[config.mk]
export PLATFORM = sky130hd
export DESIGN_NAME = pcie_perst_seq
export DESIGN_NICKNAME = d
export VERILOG_FILES = /design/src/rtl/pcie_perst_seq_pkg.sv /design/src/rtl/pcie_perst_seq_sync_2ff.sv /design/src/rtl/pcie_perst_seq.sv
export SDC_FILE = /design/constraint.sdc
export NUM_CORES = 1
export LEC_CHECK = 0
export ABC_AREA = 1
export BUFFER_PORTS_ARGS = -buffer_cell sky130_fd_sc_hd__buf_2
export CAP_MARGIN = 30
export CORE_ASPECT_RATIO = 1.2
export CORE_MARGIN = 5
export CORE_UTILIZATION = 45
export DETAILED_ROUTE_END_ITERATION = 7
export PLACE_DENSITY_LB_ADDON = 0.08
export SLEW_MARGIN = 30
export SYNTH_ARGS = -nofsm -noshare
export SYNTH_HDL_FRONTEND = slang
export SYNTH_HIERARCHICAL = 1
export SYNTH_SLANG_ARGS = --single-unit
[constraint.sdc]
create_clock -name sys_clk -period 1.9 [get_ports sys_clk]
set_input_delay 0.285 -clock sys_clk [delete_from_list [all_inputs] [get_ports sys_clk]]
set_output_delay 0.285 -clock sys_clk [all_outputs]
set_load 0.005 [all_outputs]
[src/rtl/pcie_perst_seq_pkg.sv]
// Shared types and constants for the PCIe PERST# sequencer.
package pcie_perst_seq_pkg;

    typedef enum logic [1:0] {
        ST_ASSERT = 2'd0,
        ST_TRAIN  = 2'd1,
        ST_UP     = 2'd2,
        ST_FAIL   = 2'd3
    } perst_state_e;

    localparam int DROP_W  = 8;
    localparam int RETRY_W = 2;

    // Drop counter sticks at all-ones rather than wrapping.
    function automatic logic [DROP_W-1:0] drop_sat_inc(input logic [DROP_W-1:0] v);
        return (v == '1) ? v : v + DROP_W'(1);
    endfunction

endpackage

[src/rtl/pcie_perst_seq_sync_2ff.sv]
// Two-flop synchronizer with asynchronous active-low reset.
module sync_2ff #(
    parameter int WIDTH = 1
) (
    input  logic             clk,
    input  logic             rst_n,
    input  logic [WIDTH-1:0] d,
    output logic [WIDTH-1:0] q
);

    logic [WIDTH-1:0] meta_d, meta_q;
    logic [WIDTH-1:0] sync_d, sync_q;

    always_comb begin
        meta_d = d;
        sync_d = meta_q;
    end

    always_ff @(posedge clk or negedge rst_n) begin
        if (!rst_n) begin
            meta_q <= '0;
            sync_q <= '0;
        end else begin
            meta_q <= meta_d;
            sync_q <= sync_d;
        end
    end

    assign q = sync_q;

endmodule

[src/rtl/pcie_perst_seq.sv]
// PERST# sequencer: holds PERST# low after reset, then supervises link
// training with a timeout and bounded retries, and counts link drops.
module pcie_perst_seq
    import pcie_perst_seq_pkg::*;
#(
    parameter int HOLD_CYCLES    = 500,
    parameter int LINKUP_TIMEOUT = 1000000,
    parameter int CNT_W          = 20,
    parameter int RETRY_MAX      = 3
) (
    input  logic               sys_clk,
    input  logic               sys_rst_n,
    input  logic               reset_req,
    input  logic               user_lnk_up,
    output logic               perst_n,
    output logic               busy,
    output logic               link_ok,
    output logic               timeout,
    output logic [RETRY_W-1:0] retry_cnt,
    output logic [DROP_W-1:0]  drop_cnt
);

    localparam logic [CNT_W-1:0]   HOLD_LAST   = CNT_W'(HOLD_CYCLES - 1);
    localparam logic [CNT_W-1:0]   TRAIN_LAST  = CNT_W'(LINKUP_TIMEOUT - 1);
    localparam logic [RETRY_W-1:0] RETRY_LIMIT = RETRY_W'(RETRY_MAX);

    perst_state_e       state_d, state_q;
    logic [CNT_W-1:0]   cnt_d, cnt_q;
    logic [RETRY_W-1:0] retry_d, retry_q;
    logic [DROP_W-1:0]  drop_d, drop_q;
    logic               lnk_s;

    sync_2ff #(
        .WIDTH (1)
    ) u_lnk_sync (
        .clk   (sys_clk),
        .rst_n (sys_rst_n),
        .d     (user_lnk_up),
        .q     (lnk_s)
    );

    always_comb begin
        state_d = state_q;
        cnt_d   = '0;
        retry_d = retry_q;
        drop_d  = drop_q;

        // A restart request overrides everything, including a same-cycle drop.
        if (reset_req) begin
            state_d = ST_ASSERT;
            retry_d = '0;
        end else begin
            unique case (state_q)
                ST_ASSERT: begin
                    if (cnt_q == HOLD_LAST) begin
                        state_d = ST_TRAIN;
                    end else begin
                        cnt_d = cnt_q + CNT_W'(1);
                    end
                end
                ST_TRAIN: begin
                    if (lnk_s) begin
                        state_d = ST_UP;
                    end else if (cnt_q == TRAIN_LAST) begin
                        if (retry_q == RETRY_LIMIT) begin
                            state_d = ST_FAIL;
                        end else begin
                            retry_d = retry_q + RETRY_W'(1);
                            state_d = ST_ASSERT;
                        end
                    end else begin
                        cnt_d = cnt_q + CNT_W'(1);
                    end
                end
                ST_UP: begin
                    if (!lnk_s) begin
                        drop_d  = drop_sat_inc(drop_q);
                        state_d = ST_TRAIN;
                    end
                end
                ST_FAIL: begin
                    state_d = ST_FAIL;
                end
                default: begin
                    state_d = ST_ASSERT;
                end
            endcase
        end
    end

    always_ff @(posedge sys_clk or negedge sys_rst_n) begin
        if (!sys_rst_n) begin
            state_q <= ST_ASSERT;
            cnt_q   <= '0;
            retry_q <= '0;
            drop_q  <= '0;
        end else begin
            state_q <= state_d;
            cnt_q   <= cnt_d;
            retry_q <= retry_d;
            drop_q  <= drop_d;
        end
    end

    // Outputs come purely from registered state so no input reaches a pin combinationally.
    always_comb begin
        perst_n = (state_q == ST_TRAIN) || (state_q == ST_UP);
        busy    = (state_q == ST_ASSERT) || (state_q == ST_TRAIN);
        link_ok = (state_q == ST_UP);
        timeout = (state_q == ST_FAIL);
    end

    assign retry_cnt = retry_q;
    assign drop_cnt  = drop_q;

endmodule

== Yosys cells after proc, flatten, opt, wreduce, memory -nomap -nowiden ==
Cells that the tools add are included.

* Register bits after elaboration: 34
* Bits in latches: 0
* RAM bits: 0
* ROM bits: 0
* Input port bits: 4
* Output and inout bits: 14
* Word-level logic and storage cells: 49
* Memories: 0

* Add/sub/neg operators: 3
* $mul: 0
* Divide/modulo/power cells: 0
* Order comparisons: 0
* Equal/unequal tests: 12
* Shift operators: 0
* Mux-type cells: 17
* Bitwise logic cells: 3
* Reductions and logical operators: 8

{| class="wikitable"
|+ Operators by type and width
! cell !! count
|-
| $mux W20 || 4
|-
| $pmux W20 S2 || 1
|-
| $mux W2 || 11
|-
| $add A20 B1 Y20 const B || 1
|-
| $eq A20 B20 Y1 const B || 1
|-
| $eq A20 B9 Y1 const B || 1
|-
| $add A8 B1 Y8 const B || 1
|-
| $eq A8 B8 Y1 const B || 1
|-
| $pmux W2 S4 || 1
|-
| $reduce_and A4 Y1 || 2
|-
| $eq A2 B2 Y1 const B || 3
|-
| $ne A3 B3 Y1 const B || 2
|-
| $ne A2 B2 Y1 const B || 2
|-
| $ne A4 B3 Y1 const B || 1
|-
| $reduce_bool A2 Y1 || 2
|-
| $not A1 Y1 || 3
|-
| $reduce_and A3 Y1 || 1
|-
| $add A2 B1 Y2 const B || 1
|-
| $eq A2 B1 Y1 const B || 1
|-
| $logic_not A2 Y1 || 1
|-
| $logic_or A1 B1 Y1 || 2
|}

== Longest topological paths before layout ==
Gate-level depths: netlist (run 1).

* Word-level depth: 6
* Depth in mapped cells: 10
* Depth with buffers taken out: 9

== Hierarchy ==
The synthesis (run 1) kept the hierarchy.

{| class="wikitable"
|+ By module, submodules not included
! module !! instances !! cells each !! area an instance (µm²)
|-
| pcie_perst_seq || 1 || 238 || 1895.6
|-
| sync_2ff || 1 || 2 || 50.0
|}

== Worst setup path after synthesis (run 1) ==
No wires, ideal clock.

* Path kind: register to register
* Start point: reg cnt_q[0]
* End point: reg cnt_q[11]
* Library setup time: 0.121 ns
* Data arrival time: 1.332 ns
* Required time: 1.779 ns
* Path slack: 0.447 ns
* Stages on the path, launching flop included: 10
* Clock period less this slack: 1.453 ns
* Cells stage by stage: dfrtp_1 > ha_1 > nand3_4 > nor2_1 > nand3_1 > nand3_2 > nand2_4 > inv_6 > buf_12 > nor2_2

* Longest elaborated chain between the ends: 5
* Elaborated cells between the ends (all ways): 8
* Those cells by class: add/sub: 1; eq/ne: 2; mux: 5

{| class="wikitable"
|+ RTL lines
! element !! line !! RTL
|-
| from (decl) || pcie_perst_seq.sv:28 || <nowiki>logic [CNT_W-1:0] cnt_d, cnt_q;</nowiki>
|-
| from (signal assigned) || pcie_perst_seq.sv:99 || <nowiki>cnt_q <= cnt_d;</nowiki>
|-
| $add A20 B1 Y20 or $eq A20 B20 Y1 (tied branches) || pcie_perst_seq.sv:58, pcie_perst_seq.sv:72, pcie_perst_seq.sv:64 ||
|-
| $mux W20 || pcie_perst_seq.sv:64 || <nowiki>end else if (cnt_q == TRAIN_LAST) begin</nowiki>
|-
| $mux W20 || pcie_perst_seq.sv:62 || <nowiki>if (lnk_s) begin</nowiki>
|-
| $pmux W20 S2 (*) || pcie_perst_seq.sv:53 || <nowiki>unique case (state_q)</nowiki>
|-
| $mux W20 (*) || pcie_perst_seq.sv:49 || <nowiki>if (reset_req) begin</nowiki>
|-
| named net cnt_d[11] || pcie_perst_seq.sv:28 ||
|}

The timed path passes the listed nets; every way through them passes the cells marked *.
A chain may end at the register's enable or synchronous reset.

== Worst setup path in the final report (run 1) ==
* Start point: reg cnt_q[0]
* End point: reg cnt_q[16]

The elaborated chain is that of the path after synthesis.

==> results.md, run 1 <==
- Worst slew pin tran: 0.424 ns
- Maximum capacitance violations: 0
- Num CTS Buffers: 5
- WP data required: 2.06 ns
- Minimum clock period: 1.61 ns
- Overall Global Routing Usage: 14.8%
- FF+latch count, synth: 34
- Starting Density: 46.0%
- # IOs: 18
- Synthesis-to-finish area growth: 12.9%
- Yosys warnings: 6
- Cell Area, Synth: 1950 µm²
- Met1 Wirelength: 1690 µm
- Initial DRT Pass Iterations: 4
- Fin. Hold Viols: 0
- Final worst path period share: 84.6%
- Number of port buffers: 17
- Antenna viol nets, final: 0
- Critical Setup Path Class: reg2reg
- CTS tree: done
- Clk slew on worst S/H paths: 0.07 ns
- Final nets: 275
- Post-layout util: 52.0%
- Final clock skew: 0.00708 ns
- Num rows: 26
- Layout cells sized above 1: 18.5%
- Maximum achievable frequency: 622 MHz
- Vias: 1519
- Core Area: 4230 µm²
- Resized cells post-CTS: 0
- Hold Path Class: in2async
- PwrDens: 887 nW/µm²
- Vias per cell: 4.73
- Uppermost layer routed: met4
- Vias in the first global route: 1520
- Critical path capture point type: flip-flop
- Post-Syn Instances: 240
- Clock sink count: 34
- WL met2: 1820 µm
- DPL Wire Length: 2810 µm
- Async SR Flop Fraction: 100%
- Starting DRT DRC Count: 119
- Crit Path Max Fanout: 4
- H-tree depth: 2
- Setup-failing EPs final: 0
- P_leak: 1.06 nW
- Status: complete, no violations
- First-pass GRT wire length: 6750 µm
- Die footprint: 5740 µm²
- FILL cells: 414
- Most common cell after layout, fill and taps aside: nand2_1
- Fin Setup TNS: 0 ns
- Root Buffer: clkbuf_8
- Grt ovf: 0
- Post-synth cell types: 22
- GPL Wtd Cong: 0.757
- DR DRC count: 0
- Final Max Slew Viols: 0
- Diodes inserted: 0
- Initial antenna violation count: 0
- Die height: 82.0 µm
- Routed met3 length: 132 µm
- RSZ-0062 raised after global routing: no
- Slew headroom: 71.7%
- Post-CTS Setup Inserts: 0
- CP Data Arrival Time: 1.77 ns
- Most frequent cells in the layout: nand2_1, nor2_1, dfrtp_1, inv_1, buf_2
- Seq/Total Area, Yosys: 43.7%
- WL/cell: 11.5 µm
- Syn_nets: 251
- Post-synth EDFFs: 0
- Clock buffer depth: 2
- Die width: 70.0 µm
- Main synth FF type: dfrtp_1
- Clk_lat worst skew: 0.29 ns
- Cts hold-fix bufs: 0
- Drt total wl: 3690 µm
- Peak VDD IR: 0.458 mV
- Largest net degree at the start of global routing: 35
- Startpoint types: flip-flop
- Avg Cell Area, Syn: 8.11 µm²
==> cell families after synthesis <==
group	Yosys count	synth area share, %
AND/OR/NAND/NOR	145	34.5
flip-flops	34	43.7
buffers and inverters	28	6.50
XOR/XNOR	21	9.45
adder cells (fa/ha/maj)	7	4.50
AO/OA/AOI/OAI	5	1.29
==> stage by stage <==
step	hold slack [ns]	instances	setup WS, ns	total power, mW	area (µm²)
floorplan	-0.0106	240	0.447	1.20	1950
global placement	0.333	313	0.330	1.32	2090
detailed placement	0.336	313	0.289	1.32	2090
CTS	0.0267	321	0.279	1.99	2200
global route	0.0774	321	0.160	2.08	2200
finish	0.0192	321	0.293	1.95	2200
==> sequential cells by signal, indices dropped and copies added (netlist names) <==
register           flops
retry_cnt              2
u_lnk_sync/q           1
u_lnk_sync/meta_q      1
state_q                2
cnt_q                 20
drop_cnt               8
==> power breakdown <==
group | leakage [nW] | switching [mW] | internal (mW) | total [mW]
registers | 0.457 | 0.0727 | 0.795 | 0.867
logic | 0.543 | 0.277 | 0.161 | 0.438
clock network | 0.0579 | 0.257 | 0.386 | 0.643
total | 1.06 | 0.607 | 1.34 | 1.95
==> synthesized netlist by cell type, types with 2 or more instances <==
cell type / instances / area, µm²
nand3_2: 3 / 30.0
o21ai_0: 4 / 20.0
xor2_1: 13 / 114
dfrtp_1: 34 / 851
nand3_1: 11 / 55.1
xnor2_1: 8 / 70.1
nand2_1: 55 / 206
nand4_1: 6 / 37.5
inv_1: 24 / 90.1
ha_1: 7 / 87.6
nor2_1: 45 / 169
nand2_2: 2 / 12.5
nor3_1: 7 / 35.0
inv_2: 2 / 7.51
nor2_2: 12 / 75.1
==> per-layer routing <==
layer | vias up | GRT usage [%]
met5 | - | 0
li1 | 796 | -
met3 | 4 | 3.67
met2 | 18 | 26.6
met4 | 0 | 4.60
met1 | 701 | 17.6
==> critical path, cell delays in order (launching register included) <==
cell	delay (ns)
dfrtp_1	0.38
ha_1	0.27
nand3_4	0.12
nor3_4	0.25
nand2_1	0.13
nor2_1	0.13
xor2_1	0.15
nor2_1	0.05
==> worst paths after layout <==
path,cells after the start,to,slack [ns],startpoint
min in group sys_clk,1,u_lnk_sync/meta_q,0.10,user_lnk_up
min,2,drop_cnt[2],0.02,sys_rst_n
max in group asynchronous,2,cnt_q[12],1.57,sys_rst_n
max,7,cnt_q[16],0.29,cnt_q[0]
max reg2reg,7,cnt_q[16],0.29,cnt_q[0]
min reg2reg,0,u_lnk_sync/q,0.36,u_lnk_sync/meta_q
==> cell type report <==
cell class,instances,area [µm²],share of cell area [%]
Inverter,27,106,4.84
Tap cell,56,70.1,3.19
Multi-Input combinational cell,178,968,44.1
Clock buffer,5,68.8,3.13
Timing Repair Buffer,18,92.6,4.21
Sequential cell,34,851,38.7
Clock inverter,3,40.0,1.82
No activity file was read; power rests on OpenSTA's default activity.
==> inputs of run 2 (changes only) <==
Clock period 1.9 ns to 1.5 ns, I/O delays scaled along.
==> results.md, run 2 (same netlist as run 1, synthesis figures left out) <==
- Number of port buffers: 17
- CP Data Arrival Time: 1.26 ns
- Maximum achievable frequency: 674 MHz
- Setup slack after layout: 0.0173 ns
- Critical R2R Launch: cnt_q[0]
- Sequential cell area: 852 µm²
- Most common cell after layout, fill and taps aside: nand2_1
- Vias: 1658
- Cell family with most CP delay: flip-flops
- Hold Path Class: in2reg
- Num rows: 26
- Overall Global Routing Usage: 15.5%
- Final Max Slew Viols: 0
- Initial antenna violation count: 0
- Vias in the first global route: 1607
- Clock buffer depth: 2
- WL/cell: 11.5 µm
- CP max stage delay: 0.40 ns
- Worst R2R Setup Slack: 0.05 ns
- Vias per cell: 4.74
- Maximum capacitance violations: 0
- H-tree depth: 2
- Antenna viol nets, final: 0
- Crit Path Max Fanout: 3
- Setup crit end: busy
- Clk_lat worst skew: 0.28 ns
- GPL Wtd Cong: 0.764
- CP Depth: 6
- Max reg flops: 20
- Worst R2R Path Depth: 8
- WP data required: 1.27 ns
- Status: complete, no violations
- Slew headroom: 72.6%
- Starting Density: 46.0%
- CTS tree: done
- Multi-input logic area: 1020 µm²
- Startpoint types: flip-flop
- Drt total wl: 4040 µm
- Largest net degree at the start of global routing: 20
- Die footprint: 5740 µm²
- First-pass GRT wire length: 7050 µm
- Crit path cell chain: inv_2 > ha_2 > inv_2 > buf_4 > nand2_1 > buf_2
- FILL cells: 412
- RSZ-0062 raised after global routing: yes
- Clock sink count: 34
- Final worst path period share: 98.8%
- Critical Setup Path Class: reg2out
- Most frequent cells in the layout: nand2_1, nor2_1, dfrtp_1, buf_4, inv_1
- PwrDens: 1060 nW/µm²
- Critical path capture point type: output port
- Minimum clock period: 1.48 ns
- Synthesis-to-finish area growth: 26.6%
- Initial DRT Pass Iterations: 4
- DPL Wire Length: 3010 µm
- # IOs: 18
- Worst r2r dst: cnt_q[18]
- Die width: 70.0 µm
- Post-layout util: 58.2%
- DR DRC count: 0
- Final nets: 304
- Peak VDD IR: 0.650 mV
- Worst path bufs/invs: 4
- Root Buffer: clkbuf_8
- Diodes inserted: 0
- Die height: 82.0 µm
- Num CTS Buffers: 5
- Largest Register: cnt_q
- Layout cells sized above 1: 30.6%
- Grt ovf: 0
- Worst path slowest cell: dfrtp_1
- Worst slew pin tran: 0.411 ns
- Most used cell, CP: inv_2
- Setup-failing EPs final: 0
- Starting DRT DRC Count: 59
- CP startpoint: state_q[1]
- Fin. Hold Viols: 0
- Core Area: 4230 µm²
- Final clock skew: 0.00365 ns
- Clk slew on worst S/H paths: 0.06 ns
- P_leak: 1.19 nW
- Place WS: -0.00907 ns
## run 2: cell count changes in the layout (fill, tap and decap cells not counted), moves of 2 or more
| cell | before | now |
|---|---|---|
| nand2_2 | 2 | 4 |
| nor2_2 | 12 | 15 |
| inv_2 | 2 | 6 |
| inv_1 | 24 | 20 |
| buf_4 | 1 | 27 |
| ha_1 | 7 | 4 |
| nor2_1 | 45 | 42 |
| ha_4 | 0 | 2 |
## run 2: worst min path at each step
stage,from,to,cells past startpoint
2_1_floorplan,sys_rst_n,cnt_q[0],0
3_3_place_gp,sys_rst_n,drop_cnt[3],1
3_5_place_dp,sys_rst_n,drop_cnt[3],1
4_1_cts,user_lnk_up,u_lnk_sync/meta_q,1
5_1_grt,user_lnk_up,u_lnk_sync/meta_q,1
6_report,user_lnk_up,u_lnk_sync/meta_q,1
## run 2: final cells by class
class,instances,share of cell area [%]
timing repair buffer,46,12.9
clock buffer,7,3.51
multi-input combinational,179,41.5
inverter,27,4.42
clock inverter,1,0.203
sequential,34,34.6
tap,56,2.85
## run 2: what timing repair did
item | in CTS | in global routing
endpoints found under the hold margin | 16 | 0
resized for setup | 4 | 15
hold buffers | 1 | 0
buffers inserted | 2 | 7
pin swaps | 4 | 8
gates cloned | 0 | 1
setup endpoints to repair | 12 | 34
## run 2: worst reg2reg max path: cells and delay by family, from the launching register on
family / cells / cell delay [ns]
buffers and inverters: 1 / 0.03
adder cells (fa/ha/maj): 1 / 0.17
AO/OA/AOI/OAI: 1 / 0.16
flip-flops: 1 / 0.39
AND/OR/NAND/NOR: 5 / 0.59
## run 2: power by group
| group | total [mW] | internal [mW] | switching, mW |
|---|---|---|---|
| logic | 0.830 | 0.391 | 0.439 |
| clock network | 0.691 | 0.370 | 0.321 |
| registers | 1.10 | 1.01 | 0.0906 |
| total | 2.62 | 1.77 | 0.851 |
## run 2: metrics by stage
| step | power [mW] | instances | hold slack (ns) | area (µm²) | setup TNS, ns |
|---|---|---|---|---|---|
| 2_1_floorplan | 1.52 | 240 | -0.0706 | 1950 | 0 |
| 3_3_place_gp | 1.80 | 331 | 0.188 | 2240 | 0 |
| 3_5_place_dp | 1.81 | 331 | 0.178 | 2240 | -0.0177 |
| 4_1_cts | 2.57 | 342 | 0.0361 | 2370 | -0.0295 |
| 5_1_grt | 2.81 | 350 | 0.0338 | 2460 | -0.903 |
| 6_report | 2.62 | 350 | 0.0439 | 2460 | 0 |
## run 2: per-layer routing
metal | up-vias | routed length (µm) | GRT usage [%] | share of wire (%)
met3 | 5 | 137 | 4.53 | 3.4
met1 | 781 | 1800 | 17.3 | 45
li1 | 853 | - | - | -
met5 | - | 0 | 0 | 0
met4 | 0 | 52 | 5.17 | 1.3
met2 | 19 | 2050 | 28.5 | 51
